[config.mk]
export PLATFORM = sky130hd
export DESIGN_NAME = dmem_arbiter
export DESIGN_NICKNAME = d
export VERILOG_FILES = /design/src/rtl/dmem_pkg.sv /design/src/rtl/rr_arbiter2.sv /design/src/rtl/dmem_arbiter.sv
export SDC_FILE = /design/constraint.sdc
export NUM_CORES = 1
export LEC_CHECK = 0
export CORE_AREA = 2 2 207 209
export CTS_BUF_LIST = sky130_fd_sc_hd__clkbuf_4 sky130_fd_sc_hd__clkbuf_8 sky130_fd_sc_hd__clkbuf_16
export DETAILED_ROUTE_END_ITERATION = 10
export DIE_AREA = 0 0 209 211
export GPL_ROUTABILITY_DRIVEN = 1
export PLACE_DENSITY = 0.56
export SYNTH_ARGS = -nofsm -noshare
export SYNTH_HDL_FRONTEND = slang
export SYNTH_SLANG_ARGS = --single-unit
[constraint.sdc]
create_clock -name clk -period 1.55 [get_ports clk]
set_clock_uncertainty 0.15 [all_clocks]
set_input_delay 0.2325 -clock clk [delete_from_list [all_inputs] [get_ports clk]]
set_output_delay 0.2325 -clock clk [all_outputs]
set_load 0.005 [all_outputs]
[src/rtl/dmem_pkg.sv]
// ---------------------------------------------------------------------------
// dmem_pkg
// Shared definitions for the two-port data-memory arbiter.
//   state_t    : arbiter FSM state (IDLE, ACCESS)
//   NPORTS     : number of requester ports (0 = core, 1 = loader/debug)
//   ALIGN_MASK : byte-offset bits that must be zero for a word access
// ---------------------------------------------------------------------------
package dmem_pkg;

   typedef enum logic {
      IDLE   = 1'b0,
      ACCESS = 1'b1
   } state_t;

   localparam int          NPORTS     = 2;
   localparam logic [2:0]  ALIGN_MASK = 3'b111;

   // A word is 8 bytes, so any set bit in the low three address bits
   // means the access straddles a word boundary.
   function automatic logic is_misaligned(input logic [2:0] lsb);
      return |(lsb & ALIGN_MASK);
   endfunction

endpackage

[src/rtl/rr_arbiter2.sv]
// ---------------------------------------------------------------------------
// rr_arbiter2
// Two-way round-robin picker, purely combinational.
//   req   [1:0] : active requests
//   last        : index of the port granted most recently
//   grant [1:0] : one-hot grant (all zero when nothing requests)
// A lone requester always wins; on contention the port that was not granted
// last wins.
// ---------------------------------------------------------------------------
module rr_arbiter2 (
   input  logic [1:0] req,
   input  logic       last,
   output logic [1:0] grant
);

   always_comb begin
      grant = req;
      if (req == 2'b11) begin
         grant = last ? 2'b01 : 2'b10;
      end
   end

endmodule

[src/rtl/dmem_arbiter.sv]
// ---------------------------------------------------------------------------
// dmem_arbiter
// Arbitrates two requesters onto one single-cycle data memory.
//
// Handshake: a requester raises req_i[k] with we/addr/wdata stable and holds
// it until gnt_o[k] is seen high in a cycle; the request is accepted at the
// rising edge ending that cycle, after which req/addr/wdata may change
// freely. done_o[k] pulses for one cycle exactly two cycles after the grant
// cycle; err_o[k] and rdata_o are meaningful only while done_o[k] is high.
//
// Ports
//   clk, rst_n              : clock, asynchronous active-low reset
//   req_i/we_i [k]          : request and write-enable per port
//   addr_i/wdata_i [k]      : byte address and write data per port
//   gnt_o/done_o/err_o [k]  : accept pulse, completion pulse, misalign flag
//   rdata_o                 : read data of the completing access
//   mem_*                   : data-memory address, write data, strobes and
//                             combinational read data
//   dbg_state               : current FSM state, for observation only
// ---------------------------------------------------------------------------
module dmem_arbiter
   import dmem_pkg::*;
#(
   parameter int ADDR_W = 64,
   parameter int DATA_W = 64
) (
   input  logic                           clk,
   input  logic                           rst_n,
   input  logic [NPORTS-1:0]              req_i,
   input  logic [NPORTS-1:0]              we_i,
   input  logic [NPORTS-1:0][ADDR_W-1:0]  addr_i,
   input  logic [NPORTS-1:0][DATA_W-1:0]  wdata_i,
   output logic [NPORTS-1:0]              gnt_o,
   output logic [NPORTS-1:0]              done_o,
   output logic [NPORTS-1:0]              err_o,
   output logic [DATA_W-1:0]              rdata_o,
   output logic [ADDR_W-1:0]              mem_addr_o,
   output logic [DATA_W-1:0]              mem_wdata_o,
   output logic                           mem_read_o,
   output logic                           mem_write_o,
   input  logic [DATA_W-1:0]              mem_rdata_i,
   output state_t                         dbg_state
);

   state_t              state_q, state_d;
   logic                last_q;      // port granted most recently
   logic                we_q;
   logic [ADDR_W-1:0]   addr_q;
   logic [DATA_W-1:0]   wdata_q;
   logic                port_q;
   logic [NPORTS-1:0]   done_q, err_q;
   logic [DATA_W-1:0]   rdata_q;

   logic [NPORTS-1:0]   pick;
   logic                accept;
   logic                misaligned;

   rr_arbiter2 u_rr (
      .req   (req_i),
      .last  (last_q),
      .grant (pick)
   );

   assign accept     = (state_q == IDLE) && (|req_i);
   assign misaligned = is_misaligned(addr_q[2:0]);
   assign dbg_state  = state_q;

   // State register
   always_ff @(posedge clk or negedge rst_n) begin
      if (!rst_n) begin
         state_q <= IDLE;
      end else begin
         state_q <= state_d;
      end
   end

   // Next-state logic: ACCESS always lasts exactly one cycle
   always_comb begin
      state_d = state_q;
      case (state_q)
         IDLE:    if (|req_i) state_d = ACCESS;
         ACCESS:  state_d = IDLE;
         default: state_d = IDLE;
      endcase
   end

   // Output logic: memory side is driven only from latched values
   always_comb begin
      gnt_o       = '0;
      mem_addr_o  = '0;
      mem_wdata_o = '0;
      mem_read_o  = 1'b0;
      mem_write_o = 1'b0;
      case (state_q)
         IDLE: begin
            // State is already IDLE while reset is held; the gate keeps a
            // pending request from showing a grant during reset.
            if (rst_n) gnt_o = pick;
         end
         ACCESS: begin
            mem_addr_o  = addr_q;
            mem_wdata_o = wdata_q;
            mem_read_o  = !we_q && !misaligned;
            mem_write_o = we_q && !misaligned;
         end
         default: ;
      endcase
   end

   // Request latch and round-robin pointer
   always_ff @(posedge clk or negedge rst_n) begin
      if (!rst_n) begin
         last_q  <= 1'b1;   // makes port 0 the first winner on contention
         we_q    <= 1'b0;
         addr_q  <= '0;
         wdata_q <= '0;
         port_q  <= 1'b0;
      end else if (accept) begin
         last_q  <= pick[1];
         we_q    <= we_i[pick[1]];
         addr_q  <= addr_i[pick[1]];
         wdata_q <= wdata_i[pick[1]];
         port_q  <= pick[1];
      end
   end

   // Completion register: captures the result at the end of ACCESS so
   // done/err/rdata appear together in the following cycle.
   always_ff @(posedge clk or negedge rst_n) begin
      if (!rst_n) begin
         done_q  <= '0;
         err_q   <= '0;
         rdata_q <= '0;
      end else if (state_q == ACCESS) begin
         done_q  <= {port_q, !port_q};
         err_q   <= misaligned ? {port_q, !port_q} : 2'b00;
         rdata_q <= (!we_q && !misaligned) ? mem_rdata_i : '0;
      end else begin
         done_q  <= '0;
         err_q   <= '0;
         rdata_q <= '0;
      end
   end

   assign done_o  = done_q;
   assign err_o   = err_q;
   assign rdata_o = rdata_q;

endmodule

# Word-level counts from Yosys, hierarchy flattened
# Cells that the tools add are included.
dict set report classes {
  n_lt_le_gt_ge 1
  n_eq_ne 1
  mux 21
  bitwise 1
  reduce_logical 8
}
# op n
set ops {}
lappend ops {{64-bit 2-to-1 mux} 8}
lappend ops {{2-bit 2-to-1 mux} 7}
lappend ops {{1-bit 2-to-1 mux} 5}
lappend ops {{1-bit logical AND} 3}
lappend ops {{1-bit logical NOT} 3}
lappend ops {{3-bit OR reduction} 1}
lappend ops {{2-bit == test, second input constant} 1}
lappend ops {{1-bit by 2-bit less-than comparator with 1-bit output, second input constant} 1}
lappend ops {{1-bit one-hot mux with 2 select lines} 1}
lappend ops {{2-bit OR reduction} 1}
lappend ops {{1-bit inverter} 1}
dict set report word_totals {
  ff_bits 200
  inputBits 326
  output_inout_bits 201
}

# Logic depth before layout (Yosys ltp)
dict set report depth {
  word_depth 5
  depth_mapped 6
}

# Hierarchy
# A second synthesis with hierarchy kept.
dict set report unflattened {
  hier_cells 725
  hier_area_um2 9799.4
}
# module instances cells_each area_per_inst_um2 seq_area_each_um2
set modules_own_cells {}
lappend modules_own_cells {dmem_arbiter 1 722 9780.6 5006.1}
lappend modules_own_cells {rr_arbiter2 1 3 18.8 0.0}

# Worst setup path before layout
# OpenSTA, ideal clock, no wires.
dict set report synth_timing {
  kind {register to output}
  start {register state_q (netlist: dbg_state)}
  end {output mem_addr_o[0]}
  arrival_time_ns 1.052
  required_time_ns 1.167
  slack_ns 0.116
  path_stages_with_launch 5
  path_buffers 3
  path_cell_list {dfrtp_1 -> buf_2 -> buf_2 -> clkbuf_1 -> and2_1}
}
dict set report synth_via {
  elab_chain_cells 1
}
# element line
set synth_rtl {}
lappend synth_rtl {{start, declared} dmem_arbiter.sv:45} ;# state_t state_q, state_d;
lappend synth_rtl {{start signal, assigned} dmem_arbiter.sv:73} ;# state_q <= state_d;
lappend synth_rtl {{64-bit 2-to-1 mux} dmem_arbiter.sv:94} ;# case (state_q)
lappend synth_rtl {{end, declared} dmem_arbiter.sv:37} ;# output logic [ADDR_W-1:0] mem_addr_o,
# No other way between the ends.

# Worst setup path in the final report
dict set report layout_timing {
  start {register state_q (netlist: dbg_state)}
  end {output mem_addr_o[62]}
}
# Same word-level chain as after synthesis.

==> run_results.csv <==
group,metric,value,unit
die,die-area,44100,um^2
clock_network,tritoncts,"done",
die,ios,527,
critical_path,cp_slowest_stage_delay,510,ps
power,swShare,29.9,%
clock_network,numClockSinks,200,
critical_path,r2r_slack,-490,ps
detailed_routing,routed_via_density,4.29,
die,core-area,41800,um^2
clock_network,clk_pin_slew,80,ps
synth,post_synth.cell_area_avg,9.06,um^2
final_layout,syn2layout_area_growth,88.5,%
critical_path,r2r_start,"dbg_state",
critical_path,path_max_fanout,15,
sta,report.final.slew_viol_count,0,
critical_path,r2r_cells,7,
synth,synthTopCellsByArea,"dfrtp_1 (55%), and2_1 (13%), nand2_1 (11%)",
synth,syn-num-nets,1332,
sta,worst_pin_slew,531,ps
power,p_seq_share,37.6,%
critical_path,startpoint,"dbg_state",
power,p_per_area,1010,nW/um^2
final_layout,final_common_cell,"clkdlybuf4s50_1",
critical_path,crit_path_end,"mem_addr_o[62]",
final_layout,drive_gt1_share,24.7,%
synth,synthCells,1006,
synth,ys_seq_area_share,54.9,%
sta,rsz0062_at_grt,"true",
clock_network,root_buffer,"clkbuf_16",
grt,grt_max_degree,90,
detailed_routing,drt_iter0_drc,571,
clock_network,htreeDepth,4,
critical_path,worstReg2RegEnd,"wdata_q[51]",
synth,syn_area,9110,um^2
power,ir_drop,0.566,mV
detailed_routing,drt_first_pass_iters,6,
die,die_height,211,um
critical_path,required,1170,ps
critical_path,cp_cell_sequence,"buf_12 > bufbuf_16 > and2_1 > buf_2",
power,power.switching,5.21,mW
clock_network,clockBufferDepth,2,
synth,synth_top_area_cell,"dfrtp_1",
critical_path,critical_path.startpoint_type,"flop",
grt,grt_pass1_wl,55.2,mm
job,maxCapViolCount,0,
detailed_routing,routed_wirelength,39.4,mm
detailed_routing,drtAntennaViolNets,0,
outcome,violations,"negative setup slack",
sta,min_period,2050,ps
final_layout,final_cell_mix,"clkdlybuf4s50_1 (392), nand2_1 (258), dfrtp_1 (198)",
placement,port_buffers,526,
outcome,status,"finished with violations",
sta,setup_ws,-504,ps
placement,hpwl,26.3,mm
sta,timing.hold.ws,179,ps
critical_path,crit_arrival,1670,ps
critical_path,cp-end-kind,"output port",
hold_path,hold_path_class,"in -> reg",
sta,fin_crit_sh,132,%
power,p_int,12.2,mW
synth,yosysTopAreaCellShare,54.7,%
detailed_routing,wl_per_cell,18.5,um
sta,relSlewSlack,64.6,%
synth,ys_ff_latch,200,
grt,track_usage,16.6,%
clock_network,numCtsBuffers,17,
synth,yosysWarnings,0,
synth,synth.distinct_cells,23,
sta,setup_tns,-135940,ps
sta,setup_viol,398,
grt,first_global_vias,9178,
grt,antenna_found_initial,1,
critical_path,critPathTopFamily,"buffers and inverters",
critical_path,critPathKind,"reg -> out",
critical_path,critPathSlowestCell,"dfrtp_4",
hold_path,worstHoldStart,"addr_i[44]",
final_layout,layout.nets,1896,
die,start_util,21.8,%
die,die_width,209,um
sta,hold_viol,0,
placement,gp_congestion,0.793,
grt,overflow,0,
clock_network,worstSkewPairLatency,460,ps
sta,max_freq,0.487,GHz
detailed_routing,drcViolationCount,0,
power,pwr-share-clk,26.9,%
critical_path,cp.buffers_inverters,3,
power,pwr-share-comb,35.4,%
critical_path,path_depth,4,
die,rows,75,
detailed_routing,vias,9105,
power,cellLeakagePower,7.57,nW
## cells by family (layout without fill, tap and decap cells)
family / Yosys count / count (layout) / share of synthesized area, %
buf+inv: 82 / 659 / 5.74
simple gates: 589 / 589 / 29.9
compound gates: 135 / 135 / 9.38
other cells: 0 / 1 / 0
flops: 200 / 200 / 54.9
## timing repair
item / CTS / global route
hold buffers: 2 / 0
endpoints found under the setup margin: 396 / 404
pin swaps: 1 / 2
gates cloned: 13 / 16
buffers inserted: 8 / 8
resized for setup: 685 / 115
hold endpoints to repair: 117 / 0
## state kept, by name, indices dropped and copies added, names as in the netlist
register / count
wdata_q: 64
port_q: 1
addr_q: 64
done_o: 2
rdata_o: 64
we_q: 1
dbg_state: 1
last_q: 1
err_o: 2
## worst min path at each step
| stage | end | cells past startpoint |
|---|---|---|
| 2_1_floorplan | addr_q[0] | 0 |
| 3_3_place_gp | wdata_q[0] | 1 |
| 3_5_place_dp | wdata_q[0] | 1 |
| 4_1_cts | addr_q[44] | 3 |
| 5_1_grt | rdata_o[20] | 2 |
| 6_report | addr_q[44] | 3 |
## stage by stage
stage	cell area [um^2]	setup slack (ps)	cells	power, mW	util (%)
2_1_floorplan	9110	116	1006	8.47	-
3_3_place_gp	15200	-517	2044	11.5	36.3
3_5_place_dp	15200	-487	2044	11.6	36.3
4_1_cts	16400	-543	2099	17.0	39.3
5_1_grt	17200	-564	2123	18.4	41.1
6_report	17200	-504	2123	17.4	41.1
## per-layer routing
| layer | part of all wire, % | up-vias | GRT usage (%) |
|---|---|---|---|
| met1 | 41 | 4291 | 19.6 |
| met4 | 1.9 | 0 | 5.10 |
| li1 | - | 4383 | - |
| met3 | 6.9 | 39 | 4.67 |
| met2 | 50 | 392 | 29.2 |
| met5 | 0 | - | 0 |
## power groups by stage
stage | Clock, mW | Sequential (mW) | Combinational [mW]
floorplan | 0 | 6.41 | 2.06
global placement | 0 | 6.54 | 4.96
detailed placement | 0 | 6.58 | 4.97
CTS | 4.89 | 6.51 | 5.63
global route | 5.08 | 6.66 | 6.68
finish | 4.69 | 6.55 | 6.17
## tightest hold or removal path, delay by kind of cell
| kind | cells | cell delay [ps] |
|---|---|---|
| buf+inv | 1 | 400 |
| compound gates | 1 | 70 |
| simple gates | 1 | 50 |
## layout make-up
cell class,count,area [um^2]
Tap cell,539,674
Fill cell,4135,24600
Antenna cell,1,2.50
Clock inverter,13,144
Sequential cell,200,5010
Timing Repair Buffer,625,6880
Clock buffer,19,440
Multi-Input combinational cell,724,4010
Inverter,2,7.51
## synthesized netlist by cell type
| master | instances |
|---|---|
| nand2_1 | 258 |
| dfrtp_1 | 199 |
| and2_1 | 193 |
| a31oi_1 | 129 |
| nor2_1 | 129 |
| buf_2 | 37 |
| buf_6 | 16 |
| clkbuf_1 | 14 |
| buf_4 | 13 |
| nor2b_1 | 3 |
| inv_1 | 2 |
| o21ai_0 | 2 |
| a21bo_1 | 1 |
| a21boi_2 | 1 |
| and3_1 | 1 |
| and3b_1 | 1 |
| and4b_1 | 1 |
| dfstp_2 | 1 |
| nand2b_1 | 1 |
| nor3_2 | 1 |
| nor3b_1 | 1 |
| o21ba_1 | 1 |
| o22ai_1 | 1 |
Note: power is estimated with default switching activity, not from simulation.
